--- config.mk ---
export PLATFORM = sky130hd
export DESIGN_NAME = au_seq_ctrl
export DESIGN_NICKNAME = d
export VERILOG_FILES = /design/src/rtl/au_seq_ctrl.sv
export SDC_FILE = /design/constraint.sdc
export NUM_CORES = 1
export LEC_CHECK = 0
export CAP_MARGIN = 20
export CORE_MARGIN = 2
export CORE_UTILIZATION = 36
export DETAILED_ROUTE_END_ITERATION = 8
export SETUP_SLACK_MARGIN = 0.15
export SLEW_MARGIN = 30
export SYNTH_ARGS = -nofsm -noshare
export SYNTH_HDL_FRONTEND = slang
export SYNTH_SLANG_ARGS = --single-unit
--- constraint.sdc ---
create_clock -name clk -period 3.1 [get_ports clk]
set_input_delay 0.62 -clock clk [delete_from_list [all_inputs] [get_ports clk]]
set_output_delay 0.62 -clock clk [all_outputs]
set_load 0.05 [all_outputs]
--- src/rtl/au_seq_ctrl.sv ---
// Command sequencer for the 8-bit AU: one command per handshake, done pulses one cycle after completion (DIV: q+1 cycles).
// cmd_ready is high only in IDLE; build with AU_SEQ_CTRL_DIV_EN for the repeated-subtract DIV loop, else op 101 is illegal.
module au_seq_ctrl #(
  parameter int DW  = 8,
  parameter int RAW = 2
) (
  input  logic           clk,
  input  logic           rst_n,
  input  logic           cmd_valid,
  output logic           cmd_ready,
  input  logic [2:0]     cmd_op,
  input  logic [RAW-1:0] cmd_rd,
  input  logic [RAW-1:0] cmd_rs,
  input  logic [DW-1:0]  cmd_imm,
  output logic           done,
  output logic           err,
  output logic           gf_flag,
  output logic           au_en,
  output logic [3:0]     au_ac,
  output logic [DW-1:0]  au_a,
  output logic [DW-1:0]  au_b,
  input  logic [DW-1:0]  au_t,
  input  logic           au_gf,
  input  logic [RAW-1:0] dbg_sel,
  output logic [DW-1:0]  dbg_data
);

  localparam int NREG = 2 ** RAW;
  localparam logic [RAW-1:0] LAST = RAW'(NREG - 1);

  localparam logic [2:0] OP_NOP = 3'b000;
  localparam logic [2:0] OP_LDI = 3'b001;
  localparam logic [2:0] OP_MOV = 3'b010;
  localparam logic [2:0] OP_ADD = 3'b011;
  localparam logic [2:0] OP_SUB = 3'b100;

`ifdef AU_SEQ_CTRL_DIV_EN
  localparam logic [2:0] OP_DIV = 3'b101;
  typedef enum logic [1:0] {IDLE, EXEC, DIVL} state_t;
`else
  typedef enum logic [0:0] {IDLE, EXEC} state_t;
`endif

  state_t                       state_q, state_d;
  logic [2:0]                   op_q, op_d;
  logic [RAW-1:0]               rd_q, rd_d, rs_q, rs_d;
  logic [DW-1:0]                imm_q, imm_d;
  logic [NREG-1:0][DW-1:0]      rf_q, rf_d;
  logic                         gf_q, gf_d, done_q, done_d, err_q, err_d;
`ifdef AU_SEQ_CTRL_DIV_EN
  logic [DW-1:0]                dvs_q, dvs_d, rem_q, rem_d, q_q, q_d;
`endif

  assign cmd_ready = (state_q == IDLE);
  assign done      = done_q;
  assign err       = err_q;
  assign gf_flag   = gf_q;
  assign dbg_data  = rf_q[dbg_sel];

  always_comb begin
    state_d = state_q;
    op_d    = op_q;
    rd_d    = rd_q;
    rs_d    = rs_q;
    imm_d   = imm_q;
    rf_d    = rf_q;
    gf_d    = gf_q;
    done_d  = 1'b0;
    err_d   = err_q;
    au_en   = 1'b0;
    au_ac   = 4'b0000;
    au_a    = '0;
    au_b    = '0;
`ifdef AU_SEQ_CTRL_DIV_EN
    dvs_d   = dvs_q;
    rem_d   = rem_q;
    q_d     = q_q;
`endif
    case (state_q)
      IDLE: begin
        if (cmd_valid) begin
          op_d    = cmd_op;
          rd_d    = cmd_rd;
          rs_d    = cmd_rs;
          imm_d   = cmd_imm;
          err_d   = 1'b0;
          state_d = EXEC;
`ifdef AU_SEQ_CTRL_DIV_EN
          if (cmd_op == OP_DIV) begin
            state_d = DIVL;
            rem_d   = rf_q[cmd_rd];
            dvs_d   = rf_q[cmd_rs];
            q_d     = '0;
          end
`endif
        end
      end
      EXEC: begin
        // Operands come from rf_q, so rd==rs reads the old value before writeback.
        case (op_q)
          OP_NOP: ;
          OP_LDI: rf_d[rd_q] = imm_q;
          OP_MOV: begin
            au_en      = 1'b1;
            au_ac      = 4'b0100;
            au_a       = rf_q[rs_q];
            rf_d[rd_q] = au_t;
          end
          OP_ADD: begin
            au_en      = 1'b1;
            au_ac      = 4'b1000;
            au_a       = rf_q[rs_q];
            au_b       = rf_q[rd_q];
            rf_d[rd_q] = au_t;
          end
          OP_SUB: begin
            au_en      = 1'b1;
            au_ac      = 4'b1001;
            au_a       = rf_q[rs_q];
            au_b       = rf_q[rd_q];
            rf_d[rd_q] = au_t;
            gf_d       = au_gf;
          end
          default: err_d = 1'b1;
        endcase
        state_d = IDLE;
        done_d  = 1'b1;
      end
`ifdef AU_SEQ_CTRL_DIV_EN
      DIVL: begin
        if (dvs_q == '0) begin
          err_d   = 1'b1;
          done_d  = 1'b1;
          state_d = IDLE;
        end else begin
          au_en = 1'b1;
          au_ac = 4'b1001;
          au_a  = dvs_q;
          au_b  = rem_q;
          // rem >= dvs: either strictly greater (gf) or an exact zero difference.
          if (au_gf || (au_t == '0)) begin
            rem_d = au_t;
            q_d   = q_q + DW'(1);
          end else begin
            rf_d[LAST] = rem_q;
            rf_d[rd_q] = q_q;
            done_d     = 1'b1;
            state_d    = IDLE;
          end
        end
      end
`endif
      default: state_d = IDLE;
    endcase
  end

  always_ff @(posedge clk or negedge rst_n) begin
    if (!rst_n) begin
      state_q <= IDLE;
      op_q    <= '0;
      rd_q    <= '0;
      rs_q    <= '0;
      imm_q   <= '0;
      rf_q    <= '0;
      gf_q    <= 1'b0;
      done_q  <= 1'b0;
      err_q   <= 1'b0;
`ifdef AU_SEQ_CTRL_DIV_EN
      dvs_q   <= '0;
      rem_q   <= '0;
      q_q     <= '0;
`endif
    end else begin
      state_q <= state_d;
      op_q    <= op_d;
      rd_q    <= rd_d;
      rs_q    <= rs_d;
      imm_q   <= imm_d;
      rf_q    <= rf_d;
      gf_q    <= gf_d;
      done_q  <= done_d;
      err_q   <= err_d;
`ifdef AU_SEQ_CTRL_DIV_EN
      dvs_q   <= dvs_d;
      rem_q   <= rem_d;
      q_q     <= q_d;
`endif
    end
  end

endmodule

==> out/metrics.yaml <==
status: "finished clean"
syn2layout_area_growth_pct: 33.2
rsz0062_at_grt: "false"
async_reset_ff_share_pct: 100
postCtsSetupBuffers: 0
nNetsFinal: 299
grt_max_degree: 52
cts-htree-levels: 2
yosysTopAreaCellShare_pct: 42.7
antenna_found_initial: 0
fin_crit_sh_pct: 89.1
synth_top_family_by_area: "multiplexers"
drv_cap: 0
crit_path_max_fanout: 9
ys_ff_latch: 51
io_pins: 62
synth_top_cells_by_area: "dfrtp_1 43%, mux4_2 18%, mux2_2 18%, or4bb_1 3.0%, mux2i_1 2.7%"
die_h_um: 95.1
die_x_um: 95.1
vias: 2004
finalWirelength_um: 6570
multi_input_area_um2: 1640
synth_top_cells_by_count: "51 x dfrtp_1, 47 x mux2_2, 24 x mux4_2"
hp-class: "in2async"
core-area_um2: 8130
drtIter0Drc: 93
yosysMostFrequentCell: "dfrtp_1"
cp.depth: 4
endpoint_kind: "output port"
hpwl_um: 4830
grt_pass1_wl_um: 11300
synth_xor_area_share_pct: 0
clockBufferDepth: 2
yosysUniqueCellTypes: 29
cts.sinks: 51
ir_worst_vdd_mv: 0.238
grt_pass1_vias: 2038
die-area_um2: 9040
postCtsHoldBufs: 0
finalMaxSlewViolations: 0
fmax_mhz: 362
clock_skew_ps: 6.16
synthMuxAreaShare_pct: 38.5
critical_path.top_delay_family: "simple AND/OR/NAND/NOR gates"
grt_remaining_overflow: 0
cts_root_buffer: "clkbuf_8"
reg2reg_slack_ps: 810
track_usage_pct: 16.2
worst-endpoint-required_ps: 2480
synth_fp_nets: 242
crit_chain: "or3b_1 > a21o_2 > nor2b_1 > buf_12"
yosysTopAreaCell: "dfrtp_1"
clkTransAtPathRegs_ps: 90
cpMaxStageDelayCell: "or3b_1"
max_stage_delay_ps: 540
ys_seq_area_share_pct: 42.7
synth_edf_count: 0
antenna_cells: 0
cts-buffers-inserted: 5
fillers: 724
cp-start-kind: "register"
io_buffers: 60
setup_viol: 0
worstSetupPathType: "reg2out"
final.min_clock_period_ps: 2760
ant_nets: 0
syn_avg_cell_area_um2: 14.0
dr.pass1.iters: 4
final.setup.tns_ps: 0
clk_latency_ps: 300
power.total_mw: 2.97
synthCells: 213
synth_fa_ha_area_share_pct: 0
netlist_area_um2: 2990
final_hold_viol_count: 0
num_rows: 33
synth-compound-area-share_pct: 5.16
path_buf_inv: 1
viasPerCell: 5.33
regArea_um2: 1280
wl_per_cell_um: 17.5
synth-main-ff-cell: "dfrtp_1"
crit_arrival_ps: 2140
rr_worst_depth: 3
p_leak_nw: 1.58
gp_congestion: 0.751
cts_tree: "done"
drc_errors: 0
placed_area_um2: 3860
tightest_slew_ps: 774
pwr_density_cell_nw_per_um2: 747
drive_gt1_share_pct: 44.3
final_util_pct: 48.9
post_cts.resized_instances: 0
maxSlewHeadroom_pct: 48.4
synth_simple_gate_area_share_pct: 10.9
ys_warn_count: 0
initial_core_util_pct: 36.7
design_area_um2: 3980
metrics by stage:
step / setup slack (ps) / std cells / hold WS (ps)
finish: 339 / 376 / 332
global route: 216 / 376 / 380
CTS: 273 / 376 / 351
detailed placement: 477 / 368 / 490
global placement: 471 / 368 / 488
floorplan: 425 / 213 / 324
kinds of logic (layout without fill, tap and decap cells):
group                  Yosys count  count (layout)
AO/OA/AOI/OAI                   17              17
buffers and inverters           19              77
flip-flops                      51              51
multiplexers                    79              79
other                            1               1
AND/OR/NAND/NOR                 46              46
layout by cell type, fill, tap and decap left out, types with 2 or more instances in the layout:
cell type        synthesis  routed
dfrtp_1                 51      51
mux2_2                  47      47
clkdlybuf4s50_1          0      32
mux4_2                  24      24
buf_12                   0      18
buf_4                    1      16
nand2b_1                10      10
nor2b_1                 10      10
and2_1                   8       8
mux2i_1                  8       8
or4bb_1                  8       8
o221ai_1                 8       8
clkbuf_8                 0       5
a21oi_2                  3       4
nand3b_1                 3       3
inv_1                    2       2
nand2_1                  2       2
o21ai_0                  2       2
final cells by class:
type                            count  area share, %
Sequential cell                    51           32.1
Tap cell                          105           3.31
Clock inverter                      3           1.10
Timing Repair Buffer               66           20.1
Inverter                            3          0.283
Multi-Input combinational cell    143           41.3
Clock buffer                        5           1.73
final timing paths:
path / to / startpoint
max: au_a[1] / op_q[2]
min: rs_q[0] / rst_n
max reg2reg: rf_q[1] / op_q[2]
min reg2reg: err / err
max in group asynchronous: imm_q[1] / rst_n
min in group clk: err / err
sequential cells by signal (all words and copies together), names as in the netlist:
register and cells:
rf_q 32, imm_q 8, op_q 3, rd_q 2
rs_q 2, done 1, err 1, gf_flag 1
state_q 1
worst register-to-register path, delay by kind of cell (launching register included):
kind,cells,cell delay (ps)
AO/OA/AOI/OAI,1,720
AND/OR/NAND/NOR,1,540
flip-flops,1,500
multiplexers,1,420
report_power, final:
part           total [mW]  switching, mW  internal, mW
registers            1.18          0.271         0.906
logic                1.33          0.597         0.731
clock network       0.466          0.226         0.241
layer usage:
| layer | routed length, µm | share of wire [%] | global-route usage (%) | vias up |
|---|---|---|---|---|
| met5 | 0 | 0 | 0 | - |
| met4 | 74 | 1.1 | 4.35 | 0 |
| met3 | 279 | 4.2 | 2.45 | 7 |
| met2 | 2980 | 45 | 24.5 | 56 |
| met1 | 3230 | 49 | 24.4 | 1014 |
| li1 | - | - | - | 927 |
(Power assumes the default switching activity.)
